[src/rtl/uart_rx.sv]
// UART receive path: 16x-oversampled deserialiser feeding the RX FIFO push port.
// Frames are 8N1 by default; framing errors and overruns are reported as one-cycle pulses.
module uart_rx #(
    parameter int DATA_BITS  = 8,
    parameter int OVERSAMPLE = 16,
    parameter int DIV_WIDTH  = 8
) (
    input  logic                 clk,
    input  logic                 reset,
    input  logic                 rx_bit,
    input  logic [DIV_WIDTH-1:0] freq_divider,
    input  logic                 rx_ready,
    output logic [DATA_BITS-1:0] rx_data,
    output logic                 rx_valid,
    output logic                 frame_err,
    output logic                 overrun,
    output logic                 busy
);

    localparam int SC_W = $clog2(OVERSAMPLE);
    localparam int BC_W = $clog2(DATA_BITS + 1);
    localparam logic [SC_W-1:0] SC_MID  = SC_W'(OVERSAMPLE / 2 - 1);
    localparam logic [SC_W-1:0] SC_LAST = SC_W'(OVERSAMPLE - 1);
    localparam logic [BC_W-1:0] BC_LAST = BC_W'(DATA_BITS - 1);

    typedef enum logic [2:0] {
        IDLE,
        START,
        DATA,
        STOP,
        WAIT_HIGH
    } state_e;

    state_e                 state_q;
    logic                   sync1_q, sync2_q;
    logic [DIV_WIDTH-1:0]   div_q, div_d;
    logic                   tick;
    logic [SC_W-1:0]        sc_q;
    logic [BC_W-1:0]        bc_q;
    logic [DATA_BITS-1:0]   shift_q;
    logic [DATA_BITS-1:0]   rx_data_q;
    logic                   rx_valid_q, frame_err_q, overrun_q;
    logic                   rxs;

    assign rxs = sync2_q;

    // The >= compare makes a divider lowered below the current count tick at once instead of wrapping.
    always_comb begin
        tick  = (div_q >= freq_divider);
        div_d = tick ? '0 : div_q + DIV_WIDTH'(1);
    end

    // NOTE: all state is assigned with non-blocking <= so every flop samples pre-edge values.
    always_ff @(posedge clk or negedge reset) begin
        if (!reset) begin
            sync1_q     <= 1'b1;
            sync2_q     <= 1'b1;
            div_q       <= '0;
            state_q     <= IDLE;
            sc_q        <= '0;
            bc_q        <= '0;
            shift_q     <= '0;
            rx_data_q   <= '0;
            rx_valid_q  <= 1'b0;
            frame_err_q <= 1'b0;
            overrun_q   <= 1'b0;
        end else begin
            sync1_q     <= rx_bit;
            sync2_q     <= sync1_q;
            div_q       <= div_d;
            rx_valid_q  <= 1'b0;
            frame_err_q <= 1'b0;
            overrun_q   <= 1'b0;

            unique case (state_q)
                IDLE: begin
                    if (!rxs) begin
                        state_q <= START;
                        sc_q    <= '0;
                    end
                end

                START: begin
                    if (tick) begin
                        if (sc_q == SC_MID) begin
                            sc_q    <= '0;
                            bc_q    <= '0;
                            state_q <= rxs ? IDLE : DATA;
                        end else begin
                            sc_q <= sc_q + SC_W'(1);
                        end
                    end
                end

                DATA: begin
                    if (tick) begin
                        if (sc_q == SC_LAST) begin
                            sc_q    <= '0;
                            shift_q <= {rxs, shift_q[DATA_BITS-1:1]};
                            bc_q    <= bc_q + BC_W'(1);
                            if (bc_q == BC_LAST) state_q <= STOP;
                        end else begin
                            sc_q <= sc_q + SC_W'(1);
                        end
                    end
                end

                STOP: begin
                    if (tick) begin
                        if (sc_q == SC_LAST) begin
                            sc_q <= '0;
                            if (!rxs) begin
                                frame_err_q <= 1'b1;
                                state_q     <= WAIT_HIGH;
                            end else begin
                                if (rx_ready) begin
                                    rx_data_q  <= shift_q;
                                    rx_valid_q <= 1'b1;
                                end else begin
                                    overrun_q  <= 1'b1;
                                end
                                state_q <= IDLE;
                            end
                        end else begin
                            sc_q <= sc_q + SC_W'(1);
                        end
                    end
                end

                WAIT_HIGH: begin
                    if (rxs) state_q <= IDLE;
                end

                default: state_q <= IDLE;
            endcase
        end
    end

    assign rx_data   = rx_data_q;
    assign rx_valid  = rx_valid_q;
    assign frame_err = frame_err_q;
    assign overrun   = overrun_q;
    assign busy      = (state_q != IDLE);

endmodule

[config.mk]
export PLATFORM = sky130hd
export DESIGN_NAME = uart_rx
export DESIGN_NICKNAME = d
export VERILOG_FILES = /design/src/rtl/uart_rx.sv
export SDC_FILE = /design/constraint.sdc
export NUM_CORES = 1
export LEC_CHECK = 0
export BUFFER_PORTS_ARGS = -buffer_cell sky130_fd_sc_hd__clkbuf_2
export CAP_MARGIN = 20
export CORE_UTILIZATION = 32
export DETAILED_ROUTE_END_ITERATION = 6
export SLEW_MARGIN = 20
export SYNTH_ARGS = -nofsm -noshare
export SYNTH_HDL_FRONTEND = slang
export SYNTH_SLANG_ARGS = --single-unit
[constraint.sdc]
create_clock -name clk -period 2.6 [get_ports clk]
set_input_delay 0.39 -clock clk [delete_from_list [all_inputs] [get_ports clk]]
set_output_delay 0.39 -clock clk [all_outputs]
set_load 0.005 [all_outputs]
==> results.yml <==
status:
  status: "finished, final reports clean"
cts:
  clock_latency_ns: 0.29
  clockRootBuffer: "clkbuf_8"
  cts_tree: "yes"
  clk_path_buf_depth: 2
  cts_resized: 0
  cts_hold_buf: 0
  clkTransAtPathRegs_ns: 0.08
  cts_setup_buffers: 0
  cts_made_buffers: 5
  cts_sinks: 40
  cts-htree-levels: 2
global_routing:
  grt_pass1_vias: 1296
  grt_pass1_wl_um: 6110
  grt.overflow.total: 0
  grt_antenna_before_repair: 0
  grt_use_total_pct: 12.2
  grt_max_degree: 41
timing:
  layout_setup_ws_ns: 0.329
  slew_viol_final: 0
  grt_setup_unrepaired: "false"
  hold_ws_ns: 0.156
  fmax_mhz: 440
  worstMarginPinSlew_ns: 0.560
  hold_viol_final: 0
  fin_crit_ns: 2.27
  tns_ns: 0
  post-route-period-util_pct: 87.4
  max_slew_margin_pct: 62.3
  setup_viol: 0
  skew_ns: 0.00687
synthesis:
  syn_area_um2: 2040
  synth_top_area_share_pct: 46.6
  synthTopCellsByArea: "dfrtp_1, ha_1, mux2_4"
  syn-num-nets: 198
  syn_inst: 175
  ys_types: 45
  avgSynthCellArea_um2: 11.7
  yosys.area.top_type: "dfrtp_1"
  ys_ff_latch: 40
  yosysWarningCount: 0
  ys_seq_area_share_pct: 49.2
power:
  netSwitchingFraction_pct: 31.3
  leakagePower_nw: 1.19
  internal_power_mw: 1.30
  pwr-share-seq_pct: 43.8
  peakVddDrop_mv: 0.354
  power.density_nw_per_um2: 798
  clkPwrFrac_pct: 29.1
  power.switching_uw: 592
  power_frac_comb_pct: 27.1
die:
  start_util_pct: 33.8
  die_w_um: 81.8
  num_rows: 28
  die_area_um2: 6700
  ios: 24
  dieHeight_um: 81.8
  core_area_um2: 6030
placed_design:
  port_buffers: 23
  hpwl_um: 2640
  routabilityCongestion: 0.781
  dpl_worst_slack_ns: 0.283
  placed_area_um2: 2250
finish:
  stdcell_area_um2: 2370
  final_util_pct: 39.4
  fin_nets: 226
  antenna_cells: 0
  final_layout_size_suffix_gt1_share_pct: 29.9
  seqCellArea_um2: 1000
  syn2layout_area_growth_pct: 16.3
  fill_cells: 603
  multi_input_area_um2: 958
routing:
  drt_wl_total_um: 3630
  via_count: 1369
  top_layer: "met4"
  wl_met3_um: 106
  wl_met1_um: 1810
  viasPerCell: 4.91
  drt_iter0_drc: 91
  final_antenna_net_count: 0
  wl_per_cell_um: 13.0
  dr_wl_met2_um: 1660
  dr.pass1.iters: 4
  drc: 0
job:
  maxCapViolations: 0
setup_path:
  worstPathRequired_ns: 2.78
  crit_arrival_ns: 2.45
  critical_path.max_fanout: 9
  crit_type: "reg -> reg"
  crit_path_end_kind: "flip-flop"
  cp-start-kind: "flip-flop"
hold_path:
  min_path_type: "in -> async"
-- power by group through the flow --
stage / Sequential (mW) / Combinational [mW] / Clock, mW
finish: 0.829 / 0.513 / 0.551
global placement: 0.842 / 0.503 / 0
global route: 0.846 / 0.589 / 0.594
floorplan: 0.788 / 0.438 / 0
detailed placement: 0.840 / 0.518 / 0
CTS: 0.828 / 0.522 / 0.565
-- cells in the final DEF, fill, tap and decap left out, drive strengths merged, types with 2 or more instances in the layout --
master,n
o2bb2ai,3
xor2,4
nand3,6
nand4,2
nor2b,2
a21oi,5
nand2,6
and3,4
inv,12
dfstp,2
xnor2,2
mux2,17
nand4b,2
ha,11
o21ai,6
clkbuf,30
a211o,4
nor2,16
nand2b,2
dfrtp,38
buf,4
nor3,5
o21a,2
and4,2
a31oi,2
-- final timing paths --
kind | endpoint | slack, ns | from | cells after the start
hold reg to reg | rxs | 0.36 | sync1_q | 0
setup / recovery | rx_data[5] | 0.33 | div_q[5] | 5
min in group clk | sync1_q | 0.17 | rx_bit | 1
setup reg to reg | rx_data[5] | 0.33 | div_q[5] | 5
max in group asynchronous | sync1_q | 2.08 | reset | 2
hold / removal | rx_data[1] | 0.16 | reset | 2
-- logic make-up after synthesis --
| group | Yosys count | share of synthesized area, % |
|---|---|---|
| fa+ha+maj | 11 | 6.75 |
| xor+xnor | 6 | 2.58 |
| compound gates | 32 | 13.1 |
| buf+inv | 18 | 3.80 |
| mux | 17 | 10.9 |
| flops | 40 | 49.2 |
| simple gates | 51 | 13.7 |
-- cells in the mapped netlist, drive strengths merged --
cell / n
clkbuf: 3
o2bb2ai: 3
a32o: 1
a31oi: 2
nand2: 6
nand4b: 2
o31ai: 1
a2bb2oi: 1
nor3: 5
o21a: 2
nor2b: 2
nand3b: 1
nand2b: 2
nand3: 6
buf: 3
ha: 11
o22ai: 1
o21ai: 6
or3: 1
and3: 4
a311oi: 1
a21o: 1
nor4bb: 1
nor2: 16
a41oi: 1
xor2: 4
inv: 12
xnor2: 2
dfrtp: 38
and4: 2
a2111oi: 1
dfstp: 2
nand4: 2
a211o: 4
mux2: 17
a21oi: 5
o221a: 1
a311o: 1
nor3b: 1
-- sequential cells by signal, summed over array words and instances, names as in the netlist --
name	cells
rx_data	8
sc_q	4
rx_valid	1
rxs	1
div_q	8
shift_q	8
frame_err	1
sync1_q	1
bc_q	4
overrun	1
state_q	3
-- per-stage QoR --
step,total power [mW],cells
2_1_floorplan,1.23,175
3_3_place_gp,1.35,271
3_5_place_dp,1.36,271
4_1_cts,1.92,279
5_1_grt,2.03,279
6_report,1.89,279
-- final cells by class --
cell class	count	share of cell area, %
clock buffers	7	4.06
clock inverters	1	1.27
inverters	12	1.90
multi-input cells	117	40.4
flip-flops and latches	40	42.3
well taps	75	3.96
repair buffers	27	6.12
-- worst max-delay path, cell delays in order (launching register included) --
cell and delay [ns]:
dfrtp_1 0.43, ha_1 0.32, nand4_1 0.20, o31ai_4 0.47, and4_4 0.41, mux2_4 0.32
-- metal layers --
metal,vias up,global-route usage [%]
met3,6,3.67
met2,22,17.6
li1,685,-
met4,0,4.21
met5,-,0
met1,656,17.4
Power figures use the tool's default switching activity.
